==> src/rtl/regfile_2r1w.sv <==
// regfile_2r1w: 2**ADDR_W x DATA_W register file, two read ports, one write port.
// Registered reads with per-register valid bits and optional write-to-read bypass.
//
// Ports:
//   clk                    rising-edge clock
//   reset                  asynchronous active-high reset
//   write                  write enable
//   writenum               write address
//   data_in                write data
//   clear                  synchronous clear of all registers and valid bits
//   read_en_a, read_en_b   read enables
//   readnum_a, readnum_b   read addresses
//   data_out_a, data_out_b registered read data (held when read enable is low)
//   valid_a, valid_b       registered valid bit of the register read

module regfile_2r1w #(
    parameter int                DATA_W    = 16,
    parameter int                ADDR_W    = 3,
    parameter int                BYPASS    = 1,
    parameter logic [DATA_W-1:0] RESET_VAL = '0
) (
    input  logic              clk,
    input  logic              reset,
    input  logic              write,
    input  logic [ADDR_W-1:0] writenum,
    input  logic [DATA_W-1:0] data_in,
    input  logic              clear,
    input  logic              read_en_a,
    input  logic              read_en_b,
    input  logic [ADDR_W-1:0] readnum_a,
    input  logic [ADDR_W-1:0] readnum_b,
    output logic [DATA_W-1:0] data_out_a,
    output logic [DATA_W-1:0] data_out_b,
    output logic              valid_a,
    output logic              valid_b
);

    localparam int DEPTH = 1 << ADDR_W;

    logic [DATA_W-1:0] regs [DEPTH];
    logic [DEPTH-1:0]  vld;

    logic              wr_eff;
    logic              hit_a;
    logic              hit_b;
    logic [DATA_W-1:0] rd_a;
    logic [DATA_W-1:0] rd_b;
    logic              rv_a;
    logic              rv_b;

    // A write on a clear edge is dropped, so it must not forward either.
    always_comb begin
        wr_eff = write && !clear;
        hit_a  = (BYPASS != 0) && wr_eff && (readnum_a == writenum);
        hit_b  = (BYPASS != 0) && wr_eff && (readnum_b == writenum);
        rd_a   = hit_a ? data_in : regs[readnum_a];
        rd_b   = hit_b ? data_in : regs[readnum_b];
        rv_a   = hit_a || vld[readnum_a];
        rv_b   = hit_b || vld[readnum_b];
    end

    always_ff @(posedge clk or posedge reset) begin
        if (reset) begin
            for (int i = 0; i < DEPTH; i++) begin
                regs[i] <= RESET_VAL;
            end
            vld <= '0;
        end else if (clear) begin
            for (int i = 0; i < DEPTH; i++) begin
                regs[i] <= RESET_VAL;
            end
            vld <= '0;
        end else if (write) begin
            regs[writenum] <= data_in;
            vld[writenum]  <= 1'b1;
        end
    end

    // Read ports sample pre-edge storage (or bypassed data), so a read
    // on a clear edge still returns the pre-clear contents.
    always_ff @(posedge clk or posedge reset) begin
        if (reset) begin
            data_out_a <= RESET_VAL;
            valid_a    <= 1'b0;
        end else if (read_en_a) begin
            data_out_a <= rd_a;
            valid_a    <= rv_a;
        end
    end

    always_ff @(posedge clk or posedge reset) begin
        if (reset) begin
            data_out_b <= RESET_VAL;
            valid_b    <= 1'b0;
        end else if (read_en_b) begin
            data_out_b <= rd_b;
            valid_b    <= rv_b;
        end
    end

endmodule

==> config.mk <==
export PLATFORM = sky130hd
export DESIGN_NAME = regfile_2r1w
export DESIGN_NICKNAME = d
export VERILOG_FILES = /design/src/rtl/regfile_2r1w.sv
export SDC_FILE = /design/constraint.sdc
export NUM_CORES = 1
export LEC_CHECK = 0
export ABC_AREA = 0
export ABC_CLOCK_PERIOD_IN_PS = 12200
export CORE_ASPECT_RATIO = 1.4
export CORE_MARGIN = 2
export CORE_UTILIZATION = 55
export DETAILED_ROUTE_END_ITERATION = 12
export GPL_TIMING_DRIVEN = 0
export PLACE_DENSITY = 0.82
export SLEW_MARGIN = 20
export SYNTH_ARGS = -nofsm -noshare
export SYNTH_HDL_FRONTEND = slang
export SYNTH_SLANG_ARGS = --single-unit
==> constraint.sdc <==
create_clock -name clk -period 12.2 [get_ports clk]
set_clock_uncertainty 0.2 [all_clocks]
set_input_delay 2.44 -clock clk [delete_from_list [all_inputs] [get_ports clk]]
set_output_delay 2.44 -clock clk [all_outputs]
set_load 0.01 [all_outputs]
==> run summary <==
• 1014 — # placed instances
• sky130_fd_sc_hd__dfrtp_1 — most common flop cell mapped by yosys
• in2reg — kind of critical path
• finished, final reports clean — run status
• 10 — CP Max Fanout
• flop — kind of end point of the critical path
• 112.4 µm — horizontal die dimension
• sky130_fd_sc_hd__dfrtp_1 — most common cell in the synthesized netlist
• 865 — Nets
• 155.8 µm — vertical extent of the die
• 806 — nets in the synthesized netlist
• 0 — final slew viol count
• primary input — Worst setup SP type
• 9 — DRT Pass-1 Iters
• 29070 µm — overall routed net length
• 0 — GRT Residual Overflow
• 0 — number of nets with antenna violations after routing
• 7553 — vias after detailed routing
• 440 ps — clock latency reported for the late side of the worst-skew pair
• 12360 ps — data required time of the worst path
• 9726 µm² — standard cell area after detailed placement
• 38 — count of cell types in the netlist
• sky130_fd_sc_hd__dfrtp_1 — largest area contributor in the synthesized netlist
• 14.13% — area grow syn2layout
• 55.97% — starting density of the core
• 65 — count of boundary I/O pins
• 0 — PostCTS Resize Cnt
• 170 — flip-flop and latch count after synthesis
• 47.00% — portion of synthesized cell area occupied by the leading cell type
• 1046 — final cell count without fillers
• 39.77% — period utilisation layout
• 4.487 nW — static leakage power
• 0 — # setup viols final
• 39 — count of buffers from port buffering
• 11.68 µm² — synthesized area divided by synthesized cell count
• sky130_fd_sc_hd__dfrtp_1, sky130_fd_sc_hd__nand2_1, sky130_fd_sc_hd__a21oi_1, sky130_fd_sc_hd__a32o_1, sky130_fd_sc_hd__mux4_2 — ranking of synthesized cells by instance count
• 2 — buffer levels on the longest clock path
• 43750 µm — global-route wire length before repair
• 170 — clock sinks
• 10330 µm² — cell area after layout
• 127.4 nW/µm² — power density relative to cell area
• 17510 µm² — overall die area
• 55 — row count
• 9051 µm² — cell area after technology mapping
• no — unrepaired setup endpoints after global routing
• 0.9425 — RePlAce Congestion
• 24.25% — max-slew headroom at the worst pin
• 16.88% — fraction of final layout cells with drive strength greater than 1
• 0.2061 GHz — maximum frequency from static timing analysis
• 33.91% — All-Layer GR Usage
• 0 ps — setup total negative slack
• 0 — # hold bufs at CTS
• 1181 — fill cell count
• 17 — number of buffers inserted during clock tree synthesis
• 7664 — number of global-route vias before repair
• 0 — number of DRC violations after detailed routing
• 1133 ps — pin slew with the least headroom to its limit
• 7.221 — via count normalized by instance count
• 4288 µm² — area of the multi-input gates
• 0 — antenna cell count
• reg2reg — class of the most critical hold timing path
• 16170 µm² — total core area
• 1064 — iteration-0 DRC count of the detailed router
• sky130_fd_sc_hd__clkbuf_16 — CTS root buffer
• sky130_fd_sc_hd__dfrtp_1, sky130_fd_sc_hd__mux4_2, sky130_fd_sc_hd__a32o_1 — ranking of synthesized cells by area
• 47.00% — register area share after synthesis
• 18720 µm — DPL Wire Length
• 101.3 µV — worst IR drop on VDD
• 775 — gate count of the mapped netlist
• 95 — pin count of the biggest net entering global routing
• 5010 ps — arrival time of the worst setup path
• 0 — number of hold violations in the final report
• 0 — number of violations of the max-capacitance limit
• 27.79 µm — drt wl/cell
• 4 — # H-tree levels
• 70 ps — clock transition time at the flip-flop clock pins of the worst setup and hold paths
• 4852 ps — time the worst path needs with I/O delays and setup
• 0 — number of antenna violations at the first check in global routing
• 309.7 ps — worst hold margin
• 100.0% — fraction of registers with async set/reset
• 4254 µm² — sequential cell area in the final layout
• 0 — number of enable-type register cells in the synthesized netlist
• 0 — post-CTS setup buffers
• 0 — Yosys Warn Count
• done — CTS tree
## per-layer routing
layer	vias to the layer above	track usage [%]	wire, µm
met5	-	0	0
met4	0	25.09	2404
met3	191	7.382	3287
met2	629	53.59	13680
met1	3728	41.03	9698
li1	3005	-	-
## final timing paths
kind                       slack (ps)             end  cells after the start       from
setup / recovery                 7350       regs[127]                      6      write
hold / removal                    310        regs[27]                      1   regs[27]
setup reg to reg                10330  data_out_a[11]                      3  regs[107]
hold reg to reg                   310        regs[27]                      1   regs[27]
max in group asynchronous        8710       regs[119]                      3      reset
min in group asynchronous        2280  data_out_a[15]                      2      reset
## layout by cell type, fill, tap and decap left out, types with 5 or more instances in the layout
master,n
sky130_fd_sc_hd__nand2_1,131
sky130_fd_sc_hd__buf_1,5
sky130_fd_sc_hd__clkdlybuf4s50_1,39
sky130_fd_sc_hd__mux2_2,14
sky130_fd_sc_hd__dfrtp_1,170
sky130_fd_sc_hd__a32o_1,50
sky130_fd_sc_hd__mux4_2,50
sky130_fd_sc_hd__a221oi_1,20
sky130_fd_sc_hd__xor2_1,6
sky130_fd_sc_hd__inv_1,18
sky130_fd_sc_hd__nor2b_1,16
sky130_fd_sc_hd__mux4_1,16
sky130_fd_sc_hd__a21oi_1,67
sky130_fd_sc_hd__clkbuf_1,47
sky130_fd_sc_hd__clkbuf_16,17
sky130_fd_sc_hd__mux2i_1,36
sky130_fd_sc_hd__nor2_1,48
sky130_fd_sc_hd__a221o_1,12
sky130_fd_sc_hd__buf_2,32
## power by group
| part | switching [W] | internal (W) | leakage, nW |
|---|---|---|---|
| sequential | 0.0000129 | 0.000582 | 2.32 |
| clock | 0.000239 | 0.000314 | 0.290 |
| combinational | 0.000104 | 0.0000636 | 1.87 |
## final cells by class
| type | count | share of cell area, % |
|---|---|---|
| Sequential cell | 170 | 41.18 |
| Clock inverter | 13 | 1.381 |
| Multi-Input combinational cell | 494 | 41.51 |
| Buffer | 92 | 4.324 |
| Tap cell | 199 | 2.410 |
| Clock buffer | 19 | 4.385 |
| Timing Repair Buffer | 40 | 4.046 |
| Inverter | 19 | 0.7631 |
## cells by family (layout without fill, tap and decap cells)
group,Yosys count,after routing,synth area share (%)
AND/OR/NAND/NOR,219,219,10.95
flip-flops,170,170,47.00
AO/OA/AOI/OAI,153,153,12.94
multiplexers,116,116,22.81
buffers and inverters,111,183,5.723
XOR/XNOR,6,6,0.5806
## flip-flops by register name (all words and copies together) (netlist names)
register	count
regs	128
data_out_a	16
data_out_b	16
vld	8
valid_a	1
valid_b	1
## stage by stage
stage               power (W)  worst slack [ps]  util [%]
global placement    0.0007628              2677     59.92
detailed placement  0.0007677              7066     60.14
finish               0.001316              7348     63.88
floorplan           0.0007019              4957         -
CTS                  0.001310              7473     63.82
global route         0.001345              7397     63.88
## worst max-delay path: stages
cell and delay, ps:
sky130_fd_sc_hd__clkdlybuf4s50_1 630, sky130_fd_sc_hd__buf_2 250, sky130_fd_sc_hd__nor4b_2 930, sky130_fd_sc_hd__buf_2 460, sky130_fd_sc_hd__nand2_1 120, sky130_fd_sc_hd__a21oi_1 170
(Power assumes the default switching activity.)
